### src/rtl/alu_writeback.sv
// -----------------------------------------------------------------------------
// alu_writeback
//
// Writeback stage that sits directly after the 8-bit ALU. Each cycle the ALU
// output is captured into a one-entry stage register. On the following edge
// that entry is committed: the result goes into the general register file,
// the sticky carry/overflow flags merge, and the retired counter advances.
// A taken conditional branch in the stage raises pc_load with its target.
// Two combinational read ports feed operand_a/operand_b back to the ALU.
//
// Optional feature macro: WB_FORWARD_EN
//   When defined, a read that hits the pending (captured, not yet committed)
//   destination returns the pending result. When undefined, reads see the
//   register file only.
//
// Ports:
//   clock               in   system clock, rising edge
//   reset               in   asynchronous active-high reset
//   wb_valid            in   ALU output valid this cycle
//   wb_write_en         in   result is to be written to wb_dest
//   wb_dest             in   destination register
//   wb_is_branch        in   result is a branch condition
//   wb_branch_target    in   PC value if the branch is taken
//   alu_result          in   ALU result
//   shift_overflow      in   ALU shift-out bit
//   arithmetic_overflow in   ALU arithmetic overflow
//   flush               in   squash the entry being captured this cycle
//   flag_clear          in   clear both sticky flags
//   rd_addr_a/b         in   read port addresses
//   rd_data_a/b         out  read port data (combinational)
//   pc_load             out  taken-branch request
//   pc_load_value       out  branch target (0 when pc_load is low)
//   carry_flag          out  sticky shift-overflow flag
//   overflow_flag       out  sticky arithmetic-overflow flag
//   retired_count       out  committed-entry counter, wraps at 256
// -----------------------------------------------------------------------------
module alu_writeback #(
   parameter int DATA_WIDTH = 8,
   parameter int REG_COUNT  = 8,
   parameter int ADDR_WIDTH = 3
) (
   input  logic                  clock,
   input  logic                  reset,
   input  logic                  wb_valid,
   input  logic                  wb_write_en,
   input  logic [ADDR_WIDTH-1:0] wb_dest,
   input  logic                  wb_is_branch,
   input  logic [DATA_WIDTH-1:0] wb_branch_target,
   input  logic [DATA_WIDTH-1:0] alu_result,
   input  logic                  shift_overflow,
   input  logic                  arithmetic_overflow,
   input  logic                  flush,
   input  logic                  flag_clear,
   input  logic [ADDR_WIDTH-1:0] rd_addr_a,
   input  logic [ADDR_WIDTH-1:0] rd_addr_b,
   output logic [DATA_WIDTH-1:0] rd_data_a,
   output logic [DATA_WIDTH-1:0] rd_data_b,
   output logic                  pc_load,
   output logic [DATA_WIDTH-1:0] pc_load_value,
   output logic                  carry_flag,
   output logic                  overflow_flag,
   output logic [7:0]            retired_count
);

   // Stage register (captured entry awaiting commit)
   logic                  stage_valid_q,     stage_valid_d;
   logic                  stage_write_en_q,  stage_write_en_d;
   logic [ADDR_WIDTH-1:0] stage_dest_q,      stage_dest_d;
   logic                  stage_is_branch_q, stage_is_branch_d;
   logic [DATA_WIDTH-1:0] stage_target_q,    stage_target_d;
   logic [DATA_WIDTH-1:0] stage_result_q,    stage_result_d;
   logic                  stage_shift_ovf_q, stage_shift_ovf_d;
   logic                  stage_arith_ovf_q, stage_arith_ovf_d;

   // Architectural state
   logic [DATA_WIDTH-1:0] regs_q [REG_COUNT];
   logic [DATA_WIDTH-1:0] regs_d [REG_COUNT];
   logic                  carry_q,    carry_d;
   logic                  overflow_q, overflow_d;
   logic [7:0]            retired_q,  retired_d;

   logic                  commit_write;

   // Capture: every edge, no stall. A flushed entry only needs its valid
   // bit killed; the remaining fields are don't-care but still loaded so the
   // datapath has no extra enable.
   always_comb begin
      stage_valid_d     = wb_valid & ~flush;
      stage_write_en_d  = wb_write_en;
      stage_dest_d      = wb_dest;
      stage_is_branch_d = wb_is_branch;
      stage_target_d    = wb_branch_target;
      stage_result_d    = alu_result;
      stage_shift_ovf_d = shift_overflow;
      stage_arith_ovf_d = arithmetic_overflow;
   end

   // Commit: the staged entry retires regardless of this cycle's flush,
   // which only affects the entry being captured.
   assign commit_write = stage_valid_q & stage_write_en_q & (stage_dest_q != '0);

   always_comb begin
      for (int i = 0; i < REG_COUNT; i++) begin
         regs_d[i] = regs_q[i];
      end
      if (commit_write) begin
         regs_d[stage_dest_q] = stage_result_q;
      end
      // Register 0 is hardwired; writes to it vanish.
      regs_d[0] = '0;
   end

   // Sticky flags: a clear drops the old value, a committing set always
   // wins. With no valid entry, flag_clear simply clears.
   always_comb begin
      carry_d    = (carry_q    & ~flag_clear) | (stage_valid_q & stage_shift_ovf_q);
      overflow_d = (overflow_q & ~flag_clear) | (stage_valid_q & stage_arith_ovf_q);
      retired_d  = retired_q + {7'd0, stage_valid_q};
   end

   always_ff @(posedge clock or posedge reset) begin
      if (reset) begin
         stage_valid_q     <= 1'b0;
         stage_write_en_q  <= 1'b0;
         stage_dest_q      <= '0;
         stage_is_branch_q <= 1'b0;
         stage_target_q    <= '0;
         stage_result_q    <= '0;
         stage_shift_ovf_q <= 1'b0;
         stage_arith_ovf_q <= 1'b0;
         for (int i = 0; i < REG_COUNT; i++) begin
            regs_q[i] <= '0;
         end
         carry_q           <= 1'b0;
         overflow_q        <= 1'b0;
         retired_q         <= '0;
      end else begin
         stage_valid_q     <= stage_valid_d;
         stage_write_en_q  <= stage_write_en_d;
         stage_dest_q      <= stage_dest_d;
         stage_is_branch_q <= stage_is_branch_d;
         stage_target_q    <= stage_target_d;
         stage_result_q    <= stage_result_d;
         stage_shift_ovf_q <= stage_shift_ovf_d;
         stage_arith_ovf_q <= stage_arith_ovf_d;
         for (int i = 0; i < REG_COUNT; i++) begin
            regs_q[i] <= regs_d[i];
         end
         carry_q           <= carry_d;
         overflow_q        <= overflow_d;
         retired_q         <= retired_d;
      end
   end

   // Branch request is decoded from registered state only, so it is glitch
   // free relative to the inputs and stays high for exactly the stage cycle.
   always_comb begin
      pc_load       = stage_valid_q & stage_is_branch_q & stage_result_q[0];
      pc_load_value = pc_load ? stage_target_q : '0;
   end

   // Read ports
   function automatic logic [DATA_WIDTH-1:0] read_port(
      input logic [ADDR_WIDTH-1:0] addr,
      input logic [DATA_WIDTH-1:0] file_val,
      input logic                  pend_hit,
      input logic [DATA_WIDTH-1:0] pend_val
   );
      logic [DATA_WIDTH-1:0] r;
      r = file_val;
      if (pend_hit) begin
         r = pend_val;
      end
      if (addr == '0) begin
         r = '0;
      end
      return r;
   endfunction

   logic hit_a, hit_b;

`ifdef WB_FORWARD_EN
   // Bypass the pending commit so a dependent op needs no bubble.
   assign hit_a = stage_valid_q & stage_write_en_q & (stage_dest_q == rd_addr_a);
   assign hit_b = stage_valid_q & stage_write_en_q & (stage_dest_q == rd_addr_b);
`else
   // No bypass: the controller inserts a bubble between producer and consumer.
   assign hit_a = 1'b0;
   assign hit_b = 1'b0;
`endif

   assign rd_data_a = read_port(rd_addr_a, regs_q[rd_addr_a], hit_a, stage_result_q);
   assign rd_data_b = read_port(rd_addr_b, regs_q[rd_addr_b], hit_b, stage_result_q);

   assign carry_flag    = carry_q;
   assign overflow_flag = overflow_q;
   assign retired_count = retired_q;

endmodule

### config.mk
export PLATFORM = sky130hd
export DESIGN_NAME = alu_writeback
export DESIGN_NICKNAME = d
export VERILOG_FILES = /design/src/rtl/alu_writeback.sv
export SDC_FILE = /design/constraint.sdc
export NUM_CORES = 1
export LEC_CHECK = 0
export CORE_MARGIN = 2
export CORE_UTILIZATION = 30
export CTS_BUF_LIST = sky130_fd_sc_hd__clkbuf_2
export DETAILED_ROUTE_END_ITERATION = 8
export GPL_ROUTABILITY_DRIVEN = 0
export SYNTH_ARGS = -nofsm -noshare
export SYNTH_HDL_FRONTEND = slang
export SYNTH_SLANG_ARGS = --single-unit
### constraint.sdc
create_clock -name clock -period 3.2 [get_ports clock]
set_input_delay 0.48 -clock clock [delete_from_list [all_inputs] [get_ports clock]]
set_output_delay 0.48 -clock clock [all_outputs]
set_load 0.01 [all_outputs]
After elaboration in Yosys (flattened, before gate mapping)
Cells that the tools add are included.

word-level totals
  register bits = 90
  output and inout bits = 35
  word-level logic and storage cells = 55
  input port bits = 34

cells by class
  add/subtract/negate cells = 1
  magnitude comparators = 4
  reduce and logical (&&, ||, !) cells = 4
  multiplexer cells = 12
  bitwise logic cells = 16

operator list
  operator              count
  $bwmux W64            1
  $mux W8               8
  $bmux W8 S3           2
  $demux W8 S3          1
  $ge A4 B4 Y1 const B  3
  $not A3 Y4            3
  $and A1 B1 Y1         9
  $add A8 B1 Y8         1
  $logic_not A3 Y1      2
  $lt A4 B1 Y1 const B  1
  $reduce_bool A3 Y1    1
  $not A1 Y1            2
  $or A1 B1 Y1          2
  $logic_and A1 B1 Y1   1

Logic depth before layout (Yosys ltp)
  depth after elaboration = 6
  depth in mapped cells = 6
  gate-level depth less buffers = 4

Worst setup path after synthesis
No wires, ideal clock.

  path type = input port to output port
  from = in rd_addr_a[1]
  to = out rd_data_a[0]
  data required time = 2720 ps
  arrival time = 1493 ps
  buffers on the path = 2
  stages on the path = 5
  setup slack = 1227 ps
  cells stage by stage = buf_4 > buf_4 > and2b_1 > a221oi_1 > a221oi_1

between the ends
  cells in the longest elaborated chain, start to end = 5
  elaborated cells on any way between the ends = 6
  those cells by class = mux (4); bitwise (1); reduce/logical (1)

ends and longest elaborated chain
  element                                      line  RTL
  start: declaration                           54    input logic [ADDR_WIDTH-1:0] rd_addr_a,
  $not A3 Y4 (not written as such)             192   assign rd_data_a = read_port(rd_addr_a, regs_q[rd_addr_a], hit_a, stage_result_q);
  $bmux W8 S3                                  192
  $mux W8 (not written as such) (2 in series)  192
  $mux W8 *                                    174   if (addr == '0) begin
  end: declaration                             56    output logic [DATA_WIDTH-1:0] rd_data_a,

Mark *: on every way between the ends. The rest lies on a longest branch, timed or not. The select of a mux whose other input is x is not followed.

Worst setup path after layout
  from = in rd_addr_a[1]
  to = out rd_data_a[1]

The elaborated chain is that of the path after synthesis.

==> key figures <==
Outcome
  – Outcome: completed

Clock network
  – Num CTS Buffers: 9
  – Htree depth: 3
  – Clock Tree Root: clkbuf_2
  – # hold bufs at CTS: 0
  – TritonCTS Sinks: 90
  – TritonCTS clock tree: built
  – CTS clock-pin slew for the worst setup and hold paths: roughly 0.22 ns
  – Clock Tree Buf Depth: 2
  – Clock latency on the worst-skew pair: approximately 0.55 ns
  – Setup bufs post-CTS: 0
  – Post_cts resized: 0

Critical path
  – Worst path bufs/invs: 4
  – Largest delay contributor family on the critical path: buffers and inverters
  – Slowest cell on the critical path: clkdlybuf4s50_1
  – CP Capture Type: output port
  – Reg2reg path depth: 3
  – CP max stage delay: 0.51 ns
  – Kind of critical path: in2out
  – CP startpoint kind: input port
  – Crit path cell chain: clkdlybuf4s50_1 > buf_4 > buf_4 > mux2_2 > a221oi_1 > a221oi_1 > clkdlybuf4s50_1
  – WP data required: 2.72 ns
  – Arrival time at the worst endpoint: between 2 and 3 ns
  – Crit path depth: 7
  – CP max FO: 13

Synth
  – Seq/Total Area, Yosys: a little over half
  – Netlist Area Pre-Place: 4130 µm²
  – Avg Cell Area, Syn: between 10 and 15 µm²
  – YS warnings: 0
  – Post-synth cell types: 30
  – Synth Instances: 298
  – Flops & latches, synth: 90
  – Synthesized Nets: between 300 and 400

Cells and area
  – Fill cells: 1351
  – Share of cells above drive strength 1: 29.2%
  – N_diodes: 0
  – Nets: 415
  – Area grow syn2layout: 25.9%
  – Sequential Area: 2250 µm²
  – Area of the multi-input gates: 1770 µm²

Die
  – Core Rows: 42
  – Core Area: 13300 µm²
  – DIE WIDTH: 121 µm
  – Initial Utilization: 30.9%
  – I/O Pins: slightly below 70
  – Die Span Y: 121 µm
  – Full die area: 14700 µm²

STA
  – Fin. max-slew vios: 0
  – Setup violators final: 0
  – F_max: 330 MHz
  – Post-route minimum period: 3.03 ns
  – Slew Limit Headroom: 54.9%
  – Part of the cycle the worst path needs: 94.7%
  – Slew @ Worst Pin: 0.676 ns
  – RSZ-0062 raised after global routing: no
  – Clk_skew: between 0.02 and 0.025 ns
  – Final hold vios: 0
  – Post-route setup TNS: 0 ns

Detailed routing
  – DRT iter0 DRCs: 128
  – Routed WL: 10.1 mm
  – Routed Antenna Nets: 0
  – Routed WL per cell: around 18 µm
  – Vias/cell: 4.86
  – Post-route DRC: 0
  – Vias: 2715
  – Drt first pass iters: 4

Global route
  – Largest net degree at the start of global routing: 63
  – Initial antenna violation count: 0
  – Total GRT Usage: ~15%
  – Number of global-route vias before repair: 2953
  – GRT Residual Overflow: 0
  – Global-route wire length before repair: 16.1 mm

Power and ir drop
  – P per Cell Area: 513 nW/µm²
  – Static Leak: 2.29 nW
  – Power Total: 0.00267 W
  – VDD IR max: 0.000272 V

Placed design
  – Post-DP HPWL: 6.88 mm
  – IO buf count: 68

Flow run
  – Max-cap violation count: 0

Worst hold path
  – Hold crit path type: in2async
## through the flow
stage | hold WS [ns] | cell area, µm² | util [%] | cells | setup WS (ns)
3_5_place_dp | 0.453 | 5100 | 38.2 | 544 | 0.107
5_1_grt | 0.190 | 5200 | 38.9 | 559 | 0.102
6_report | 0.224 | 5200 | 38.9 | 559 | 0.171
4_1_cts | 0.186 | 5200 | 38.9 | 559 | 0.105
3_3_place_gp | 0.434 | 5100 | 38.2 | 544 | 0.130
2_1_floorplan | 0.430 | 4130 | - | 298 | 0.385
## sequential cells by signal, summed over array words and instances (netlist names), 3 cells and up
register and flops:
stage_dest_q 3, stage_result_q 8, retired_count 8, stage_target_q 8, regs_q 56
## synthesized netlist by cell type
cell type,count,area share (%)
inv_1,5,0.45
a22o_1,2,0.42
mux2_2,64,17
buf_6,2,0.55
mux2i_1,32,7.8
a221oi_1,28,5.9
xnor2_1,5,1.1
nand2_1,5,0.45
buf_1,2,0.18
buf_4,3,0.55
mux2_4,8,2.9
nand2b_1,2,0.30
and3_2,1,0.18
nor2_2,6,0.91
a21oi_1,2,0.24
clkbuf_1,5,0.45
xor2_1,1,0.21
a31oi_1,2,0.30
nor2b_1,3,0.45
nand3b_1,1,0.18
ha_1,2,0.61
and3_1,2,0.30
and2_1,10,1.5
o21ai_0,2,0.24
nand3_1,5,0.61
or3_1,1,0.15
buf_2,4,0.48
nand3_2,1,0.24
and2b_1,2,0.36
dfrtp_1,90,55
## metal layers
layer	wire, µm	up-vias	part of all wire [%]	track usage [%]
li1	-	1263	-	-
met1	4630	1369	46	19.8
met2	4780	71	47	22.8
met3	567	12	5.6	4.70
met4	130	0	1.3	4.09
met5	0	-	0	0
## path summary, 6_finish.rpt
path | startpoint | end | slack [ns]
worst max-delay path | rd_addr_a[1] | rd_data_a[1] | 0.17
worst min-delay path | reset | stage_arith_ovf_q | 0.22
worst max register to register | stage_valid_q | regs_q[31] | 1.40
worst min register to register | stage_arith_ovf_q | overflow_flag | 0.48
max in group asynchronous | reset | stage_result_q[2] | 2.27
min in group clock | wb_dest[0] | stage_dest_q[0] | 0.33
## power by group
part | internal (W) | switching, W
clock network | 0.000171 | 0.000362
registers | 0.00132 | 0.000160
logic | 0.000405 | 0.000245
## layout by cell type (no fill, tap or decap), drive strengths merged, types with 2 or more instances in the layout
cell type      count
dfrtp             90
mux2              72
clkdlybuf4s50     68
mux2i             32
a221oi            28
buf               18
and2              10
clkbuf            10
nor2               6
nand3              6
nand2              5
xnor2              5
clkinv             5
inv                4
nor2b              3
and3               3
nand2b             2
a31oi              2
a22o               2
a21oi              2
o21ai              2
ha                 2
and2b              2
## logic make-up (layout without fill, tap and decap cells)
group,Yosys count,count (layout),synth area share (%)
muxes,104,104,28.1
buffers and inverters,21,106,2.67
adders and majority gates,2,2,0.606
AOI/OAI and AO/OA,36,36,7.15
xor gates and xnor gates,6,6,1.27
DFF,90,90,54.5
and+or+nand+nor,39,39,5.67
## cell type report
type | count | share of cell area (%)
Timing Repair Buffer | 86 | 16.2
Clock buffer | 10 | 0.963
Clock inverter | 5 | 0.890
Multi-Input combinational cell | 187 | 34.0
Sequential cell | 90 | 43.3
Inverter | 5 | 0.385
Tap cell | 176 | 4.24
Power figures use the tool's default switching activity.
